### config.mk
export PLATFORM = sky130hd
export DESIGN_NAME = seq_subtractor
export DESIGN_NICKNAME = d
export VERILOG_FILES = /design/src/rtl/sub_defs_pkg.sv /design/src/rtl/sub_chunk.sv /design/src/rtl/seq_subtractor.sv
export SDC_FILE = /design/constraint.sdc
export NUM_CORES = 1
export LEC_CHECK = 0
export CAP_MARGIN = 10
export CORE_ASPECT_RATIO = 1.75
export CORE_MARGIN = 2
export CORE_UTILIZATION = 55
export DETAILED_ROUTE_END_ITERATION = 10
export PLACE_DENSITY = 0.86
export SLEW_MARGIN = 10
export SYNTH_ARGS = -nofsm -noshare
export SYNTH_HDL_FRONTEND = slang
export SYNTH_SLANG_ARGS = --single-unit
### constraint.sdc
create_clock -name clk -period 10.5 [get_ports clk]
set_input_delay 2.625 -clock clk [delete_from_list [all_inputs] [get_ports clk]]
set_output_delay 2.625 -clock clk [all_outputs]
set_load 0.02 [all_outputs]
### src/rtl/sub_defs_pkg.sv
// rtl/sub_defs_pkg.sv - shared definitions for the sequential subtractor
// Purpose: state encodings and datapath width shared by the subtractor and
//          the execute-stage sequencing that drives it.
// Ports:   none (package).
package sub_defs;

  localparam int DATA_W = 64;

  typedef enum logic [1:0] {
    SUB_IDLE = 2'd0,
    SUB_BUSY = 2'd1,
    SUB_DONE = 2'd2
  } sub_state_e;

endpackage

### src/rtl/sub_chunk.sv
// rtl/sub_chunk.sv - one W-bit slice of the chunked subtractor datapath
// Purpose: combinational ripple slice computing {cout, s} = a + b_n + cin.
//          The caller supplies the already-inverted subtrahend chunk, so with
//          cin=1 on the first chunk the slice chain forms a - b.
// Ports:
//   a    in  W  minuend chunk
//   b_n  in  W  inverted subtrahend chunk
//   cin  in  1  carry from the previous chunk (1 for the first chunk)
//   s    out W  sum chunk
//   cout out 1  carry into the next chunk
module sub_chunk #(
  parameter int W = 8
) (
  input  logic [W-1:0] a,
  input  logic [W-1:0] b_n,
  input  logic         cin,
  output logic [W-1:0] s,
  output logic         cout
);

  // Gate-level full-adder chain (propagate/generate form), evaluated bit by
  // bit in one process so the carry chain stays a single combinational path.
  always_comb begin
    logic c;
    logic p;
    logic g;
    c = cin;
    s = '0;
    for (int i = 0; i < W; i++) begin
      p    = a[i] ^ b_n[i];
      g    = a[i] & b_n[i];
      s[i] = p ^ c;
      c    = g | (p & c);
    end
    cout = c;
  end

endmodule

### src/rtl/seq_subtractor.sv
// rtl/seq_subtractor.sv - multi-cycle 64-bit subtractor, CHUNK_W bits per cycle
// Purpose: Y = A - B computed LSB chunk first as A + ~B + 1 with a registered
//          carry between chunks. Valid/ready handshake on input and output;
//          holds one operation at a time (IDLE -> BUSY -> DONE).
// Optional feature: macro SUB_FLAGS_EN adds zf/sf/of flag outputs.
// Ports:
//   clk       in   1   rising-edge clock
//   rst_n     in   1   asynchronous active-low reset
//   in_valid  in   1   operands valid
//   in_ready  out  1   operands can be accepted (IDLE only)
//   a         in   64  minuend, sampled on accept
//   b         in   64  subtrahend, sampled on accept
//   out_valid out  1   result valid (DONE only)
//   out_ready in   1   consumer takes result
//   y         out  64  A - B modulo 2^64
//   borrow    out  1   1 when unsigned A < B
//   zf,sf,of  out  1   zero/sign/signed-overflow flags (SUB_FLAGS_EN only)
module seq_subtractor
  import sub_defs::*;
#(
  parameter int CHUNK_W = 8
) (
  input  logic              clk,
  input  logic              rst_n,
  input  logic              in_valid,
  output logic              in_ready,
  input  logic [DATA_W-1:0] a,
  input  logic [DATA_W-1:0] b,
  output logic              out_valid,
  input  logic              out_ready,
  output logic [DATA_W-1:0] y,
`ifdef SUB_FLAGS_EN
  output logic              zf,
  output logic              sf,
  output logic              of,
`endif
  output logic              borrow
);

  localparam int NCHUNK = DATA_W / CHUNK_W;
  // A single-chunk build still needs a 1-bit index register.
  localparam int IDX_W  = (NCHUNK > 1) ? $clog2(NCHUNK) : 1;

  sub_state_e        state_q;
  sub_state_e        state_nxt;
  logic [DATA_W-1:0] a_q;
  logic [DATA_W-1:0] b_q;
  logic [DATA_W-1:0] y_q;
  logic [DATA_W-1:0] y_nxt;
  logic [IDX_W-1:0]  idx_q;
  logic              carry_q;
  logic              borrow_q;

  logic [CHUNK_W-1:0] chunk_a;
  logic [CHUNK_W-1:0] chunk_b_n;
  logic [CHUNK_W-1:0] chunk_s;
  logic               chunk_cout;
  logic               last_chunk;
  logic               accept;
  logic               consume;

  assign in_ready   = (state_q == SUB_IDLE);
  assign out_valid  = (state_q == SUB_DONE);
  assign accept     = in_ready & in_valid;
  assign consume    = out_valid & out_ready;
  assign last_chunk = (idx_q == IDX_W'(NCHUNK - 1));

  assign chunk_a    = a_q[int'(idx_q) * CHUNK_W +: CHUNK_W];
  assign chunk_b_n  = ~b_q[int'(idx_q) * CHUNK_W +: CHUNK_W];

  sub_chunk #(
    .W (CHUNK_W)
  ) u_chunk (
    .a    (chunk_a),
    .b_n  (chunk_b_n),
    .cin  (carry_q),
    .s    (chunk_s),
    .cout (chunk_cout)
  );

  // Result with the current chunk merged in; flags on DONE entry are derived
  // from this so they match the y value that becomes visible.
  always_comb begin
    y_nxt = y_q;
    y_nxt[int'(idx_q) * CHUNK_W +: CHUNK_W] = chunk_s;
  end

  always_comb begin
    state_nxt = state_q;
    unique case (state_q)
      SUB_IDLE: if (in_valid)   state_nxt = SUB_BUSY;
      SUB_BUSY: if (last_chunk) state_nxt = SUB_DONE;
      SUB_DONE: if (out_ready)  state_nxt = SUB_IDLE;
      default:                  state_nxt = SUB_IDLE;
    endcase
  end

  always_ff @(posedge clk or negedge rst_n) begin
    if (!rst_n) begin
      state_q <= SUB_IDLE;
    end else begin
      state_q <= state_nxt;
    end
  end

  always_ff @(posedge clk or negedge rst_n) begin
    if (!rst_n) begin
      a_q      <= '0;
      b_q      <= '0;
      y_q      <= '0;
      idx_q    <= '0;
      carry_q  <= 1'b1;
      borrow_q <= 1'b0;
    end else begin
      if (accept) begin
        a_q     <= a;
        b_q     <= b;
        carry_q <= 1'b1;
        idx_q   <= '0;
      end else if (state_q == SUB_BUSY) begin
        y_q     <= y_nxt;
        carry_q <= chunk_cout;
        if (last_chunk) begin
          // idx parks at NCHUNK-1 through DONE and wraps on consume.
          borrow_q <= ~chunk_cout;
        end else begin
          idx_q <= idx_q + IDX_W'(1);
        end
      end else if (consume) begin
        idx_q <= '0;
      end
    end
  end

  assign y      = y_q;
  assign borrow = borrow_q;

`ifdef SUB_FLAGS_EN
  logic zf_q;
  logic sf_q;
  logic of_q;

  always_ff @(posedge clk or negedge rst_n) begin
    if (!rst_n) begin
      zf_q <= 1'b0;
      sf_q <= 1'b0;
      of_q <= 1'b0;
    end else if ((state_q == SUB_BUSY) && last_chunk) begin
      zf_q <= (y_nxt == '0);
      sf_q <= y_nxt[DATA_W-1];
      // Signed overflow: operands of differing sign and result sign != A sign.
      of_q <= (a_q[DATA_W-1] != b_q[DATA_W-1]) & (y_nxt[DATA_W-1] != a_q[DATA_W-1]);
    end
  end

  assign zf = zf_q;
  assign sf = sf_q;
  assign of = of_q;
`endif

endmodule

==> results of run 1 <==
-- state kept, by name, summed over array words and instances, names as in the netlist --
name / count
borrow: 1
y: 64
b_q: 64
idx_q: 3
carry_q: 1
a_q: 64
state_q: 2
-- worst min-delay path by stage --
stage	slack (ns)	to	cells past startpoint
after detailed placement	0.49	a_q[58]	1
after CTS	0.51	b_q[49]	1
after floorplan	0.48	b_q[39]	1
after global routing	0.52	b_q[49]	1
final	0.50	b_q[49]	1
after global placement	0.48	b_q[47]	1
-- cells in the final DEF (no fill, tap or decap), types with 4 or more instances in the layout --
| cell type | instances |
|---|---|
| dfrtp_1 | 196 |
| buf_4 | 4 |
| clkbuf_16 | 17 |
| mux4_2 | 32 |
| ha_1 | 7 |
| nand2_1 | 28 |
| clkdlybuf4s50_1 | 197 |
| nor2b_1 | 4 |
| clkinv_4 | 6 |
| mux2_2 | 191 |
| and2_1 | 22 |
| fa_1 | 8 |
| inv_1 | 6 |
| mux2i_1 | 9 |
-- worst max-delay path: stages, from the launching register on --
cell and delay (ns):
dfrtp_2 0.35, buf_4 0.59, mux4_2 0.59, mux2i_1 0.22, fa_1 0.22, inv_1 0.05
fa_1 0.38, fa_1 0.40, fa_1 0.41, fa_1 0.39, fa_1 0.39, fa_1 0.40
fa_1 0.56, and2_1 0.20, mux2_2 0.26
-- metal layers --
layer  global-route usage (%)  wire, µm  up-vias
met2                    48.85     12330      184
met1                    27.50      7219     2838
met5                        0         0        -
met4                    15.43      1256        0
li1                         -         -     2429
met3                    4.446       832       58
-- logic make-up after synthesis --
logic type | Yosys count | synth area share (%)
buffers and inverters | 36 | 1.863
multiplexers | 232 | 33.41
AND/OR/NAND/NOR | 73 | 4.898
AO/OA/AOI/OAI | 10 | 0.8469
flip-flops | 199 | 56.19
adder cells (fa/ha/maj) | 15 | 2.795
-- cell type report --
| type | count | area, µm² |
|---|---|---|
| clock inverter | 12 | 111.4 |
| multi-input combinational | 330 | 3721 |
| antenna | 1 | 2.502 |
| fill | 1020 | 4249 |
| tap | 189 | 236.5 |
| inverter | 7 | 26.28 |
| sequential | 199 | 4984 |
| timing repair buffer | 202 | 2016 |
| clock buffer | 19 | 452.9 |
-- power breakdown --
part | total [mW] | switching (mW) | internal (mW) | leakage (nW)
Sequential | 1.33 | 0.206 | 1.12 | 2.46
Combinational | 2.06 | 1.04 | 1.02 | 2.21
Clock | 0.621 | 0.298 | 0.324 | 0.276
-- stage by stage --
stage / instance area (µm²) / util, %
global placement: 10980 / 69.52
global route: 11550 / 73.11
detailed placement: 10980 / 69.52
CTS: 11550 / 73.09
finish: 11550 / 73.11
floorplan: 8865 / -
==> impl_results.md, run 1 <==
* Clock Path Buffers at 2
* Effective utilization at floorplan at 56.11%
* Least-Margin Pin Slew at 0.9927 ns
* CTS Sinks at 199
* Crit share post-route at 52.77%
* Yosys reg bits at 199
* CTS buffer count at 17
* Final worst path period need at 5.540 ns
* Top cell type's share of synthesized area at 55.89%
* Yosys warns at 0
* Setup crit start kind: register
* Asr flop ratio synth at 100.0%
* Post-place setup slack at 4.969 ns
* Final hold vios at 0
* Worst setup startpoint: idx_q[0]
* Cts repair resizes at 0
* Crit path max fanout at 41
* Critical Path AT at 5.85 ns
* Type of the worst setup path: reg2reg
* WL final at 21.63 mm
* Commonest cells in the netlist: dfrtp_1, mux2_2, mux4_2, nand2_1, and2_1
* GR Util All Layers at 26.32%
* Dpl hpwl at 15.74 mm
* Reg-to-reg startpoint: idx_q[0]
* Layout area overhead at 30.29%
* Status: complete, no violations
* Reg-to-reg endpoint: y[31]
* Top Ports at 199
* Detail Route Antenna Nets at 0
* Vias in the first global route at 6230
* Die Wd at 99.97 µm
* R2R Setup Slk at 4.96 ns
* Average wire per standard cell at 22.56 µm
* Core box area at 15800 µm²
* Max-slew violation total from the final report at 0
* Hold path start: b_q[49]
* Worst-path clk slew at 0.07 ns
* Number of max-cap violations at 0
* Global-route wire length before repair at 33.64 mm
* Fmax at 180.5 MHz
* TritonRoute pass-1 iters at 4
* DRC Markers at 0
* Root Driver: clkbuf_16
* Top FF cell, synth: dfrtp_1
* Most common cell in the netlist: dfrtp_1
* Layout cells sized above 1 at 35.37%
* Largest area contributor in the netlist: dfrtp_1
* Die Ht at 171.9 µm
* GPL Wtd Cong at 0.7976
* Crit path capture type: register
* Die area at 17190 µm²
* Final Instance Count excl. Fillers at 959
* Syn Nets at 712
* Seq/Total Area, Yosys at 56.19%
* VDD IR max at 0.2449 mV
* Worst hold slack at 0.5035 ns
* Power Dens Cells at 347.4 nW/µm²
* Critical Path End: y[31]
* Synthesized area per cell at 15.69 µm²
* H-tree depth at 4
* FP Rows at 61
* HP Class: reg2reg
* CP Data Required Time at 10.81 ns
* DRT iter0 DRCs at 283
* Count of cell types in the netlist at 34
* Max-slew headroom at 33.67%
* EDFF count, synth at 0
* TritonCTS clock tree: yes
* Layout Skew at 0.01060 ns
* Unrepaired setup endpoints after global routing: false
* # hold bufs at CTS at 0
* Post-CTS Repair Setup Buffers at 0
* Setup TNS Final at 0 ns
* Vias per inst at 5.745
* Grt ovf at 0
* Cells on worst reg2reg path at 14
* Pleak at 4.949 nW
* Final Power at 4.012 mW
* Post-Syn Area at 8865 µm²
* Pin count of the biggest net entering global routing at 128
* Cells after Synth at 565
* IO buf count at 198
* Final setup viols at 0
* # placed instances at 927
* Initial antenna violation count at 1
* Worst skew pair latency at 0.42 ns
* Worst setup margin at 4.960 ns
* # nets final at 904
* Routed vias at 5509
* Ranking of synthesized cells by area: dfrtp_1, mux2_2, mux4_2, fa_1, and2_1
No activity file was read; power rests on OpenSTA's default activity.
==> inputs of run 2 (changes only) <==
Settings changed: CORE_UTILIZATION 55 to 46, PLACE_DENSITY 0.86 to 0.77.
Clock period 10.5 ns to 4.99 ns, I/O delays scaled along.
==> run 2 against run 1 <==
Against the previous run:
- setup slack lost 4.8 ns
- critical path depth shrank 1
- highest routed layer unchanged
- sequential power grew 110%
- critical path type unchanged
- non-clock buffer count grew 9
- largest cell class unchanged
- maximum frequency grew 14%
- worst hold slack lost 0.00071 ns
- sequential share of layout area shrank 0.71 points
- die area grew 19%
==> impl_results.md, run 2 (synthesis results as in run 1) <==
* Worst-path clk slew at 0.07 ns (about the same)
* Vias in the first global route at 6339 (+1.7%)
* Hold path start: b_q[55]
* GR Util All Layers at 23.16% (-3.2 points)
* Fillers at 1481 (+45%)
* Layout cells sized above 1 at 36.46% (+1.1 points)
* Initial antenna violation count at 5 (+4)
* Vias per inst at 5.388 (-6.2%)
* Effective utilization at floorplan at 46.58% (-9.5 points)
* Top Ports at 199 (unchanged)
* Max-slew violation total from the final report at 0 (unchanged)
* CP Data Required Time at 5.31 ns (-5.50 ns)
* Average wire per standard cell at 21.59 µm (-4.3%)
* Worst skew pair latency at 0.43 ns (about the same)
* WL final at 22.13 mm (+2.3%)
* VDD IR max at 0.4485 mV (+83%)
* Grt ovf at 0 (unchanged)
* GPL Wtd Cong at 0.8534 (+7.0%)
* R2R Setup Slk at 0.13 ns (-4.83 ns)
* Crit share post-route at 97.36% (+45 points)
* Routed vias at 5523 (+0.25%)
* Dpl hpwl at 16.95 mm (+7.7%)
* # hold bufs at CTS at 0 (unchanged)
* Worst hold endpoint: b_q[55]
* Status: complete, no violations
* HP Class: reg2reg
* Cells on worst reg2reg path at 13 (-1)
* Type of the worst setup path: reg2reg
* CTS buffer count at 17 (unchanged)
* Setup TNS Final at 0 ns (unchanged)
* Reg-to-reg startpoint: idx_q[0]
* Commonest cells after routing, fill and taps aside: clkdlybuf4s50_1, dfrtp_1, mux2_2, mux4_2, nand2_1
* Pleak at 5.001 nW (+1.1%)
* Die Wd at 108.9 µm (+9.0%)
* Die Ht at 187.6 µm (+9.1%)
* FP Rows at 67 (+9.8%)
* Final hold vios at 0 (unchanged)
* Worst hold slack at 0.5028 ns (-0.0007080 ns)
* Layout area overhead at 32.48%
* Leading cell type in the layout, fill and taps excluded: clkdlybuf4s50_1
* Crit path capture type: register
* Final Power at 8.594 mW (+110%)
* Fmax at 205.8 MHz (+14%)
* Reg-to-reg endpoint: y[23]
* Layout Skew at 0.008861 ns (-0.001737 ns)
* Setup crit start kind: register
* Max-slew headroom at 33.32% (-0.35 points)
* Root Driver: clkbuf_16
* IO buf count at 198 (unchanged)
* Min-Delay Path Depth at 1 (unchanged)
* TritonCTS clock tree: yes
* Critical Path AT at 5.18 ns (-0.67 ns)
* Final Instance Count excl. Fillers at 1025 (+6.9%)
* Number of max-cap violations at 0 (unchanged)
* TritonRoute pass-1 iters at 4 (unchanged)
* # nets final at 913 (+1.0%)
* Core box area at 19030 µm² (+20%)
* Die area at 20440 µm² (+19%)
* Unrepaired setup endpoints after global routing: false
* Pin count of the biggest net entering global routing at 124 (-3.1%)
* Crit path max fanout at 6 (-85%)
* # placed instances at 987 (+6.5%)
* DRT iter0 DRCs at 257 (-9.2%)
* CTS Sinks at 199 (unchanged)
* H-tree depth at 4 (unchanged)
* Final setup viols at 0 (unchanged)
* Power Dens Cells at 731.8 nW/µm² (+110%)
* Final worst path period need at 4.858 ns (-0.6820 ns)
* DRC Markers at 0 (unchanged)
* Detail Route Antenna Nets at 0 (unchanged)
* Global-route wire length before repair at 34.94 mm (+3.9%)
* Least-Margin Pin Slew at 1.000 ns (+0.007400 ns)
* Clock Path Buffers at 2 (unchanged)
## run 2: worst max path at each step
stage	startpoint	end	slack (ns)	depth (start not counted)
after floorplan	idx_q[0]	y[15]	0.04	15
after global placement	idx_q[0]	y[31]	0.13	13
after detailed placement	idx_q[0]	y[31]	0.02	13
after CTS	idx_q[0]	y[23]	0.08	13
after global routing	idx_q[0]	y[23]	0.02	13
final	idx_q[0]	y[23]	0.13	13
## run 2: through the flow
stage,instance area [µm²],setup WS [ns],util (%)
after floorplan,8870,0.03525,-
after global placement,11130,0.1335,58.50
after detailed placement,11130,0.01530,58.50
after CTS,11720,0.07522,61.56
after global routing,11740,0.01911,61.71
final,11740,0.1315,61.71
## run 2: where the power goes
| group | internal, mW | leakage, nW | switching [mW] |
|---|---|---|---|
| sequential | 2.36 | 2.46 | 0.434 |
| combinational | 2.25 | 2.26 | 2.19 |
| clock | 0.722 | 0.282 | 0.640 |
## run 2: cell type report
type,instances,area (µm²),share of cell area (%)
Clock inverter,12,132.6,1.129
Timing Repair Buffer,211,2108,17.95
Antenna cell,5,12.51,0.1065
Tap cell,241,301.5,2.568
Multi-Input combinational cell,330,3732,31.78
Inverter,7,26.28,0.2237
Clock buffer,20,446.7,3.804
Sequential cell,199,4984,42.44
## run 2: critical path: stages (launching register included)
cell,delay [ns]
dfrtp_2,0.44
mux4_2,0.54
mux2i_2,0.19
fa_1,0.20
inv_1,0.05
fa_1,0.39
fa_1,0.40
fa_1,0.41
fa_2,0.37
fa_1,0.40
fa_2,0.37
fa_2,0.54
and2_1,0.19
mux2_2,0.26
## run 2: metal layers
| layer | track usage (%) | part of all wire (%) | vias up |
|---|---|---|---|
| met5 | 0 | 0 | - |
| met4 | 10.80 | 3.9 | 0 |
| met3 | 4.136 | 3.4 | 44 |
| met2 | 43.22 | 59 | 163 |
| met1 | 24.31 | 34 | 2869 |
| li1 | - | - | 2447 |
## run 2: timing repair
| action | in CTS | in global routing |
|---|---|---|
| pin swaps | 0 | 1 |
| setup buffers | 0 | 1 |
| endpoints found under the setup margin | 2 | 6 |
| resized for setup | 1 | 3 |
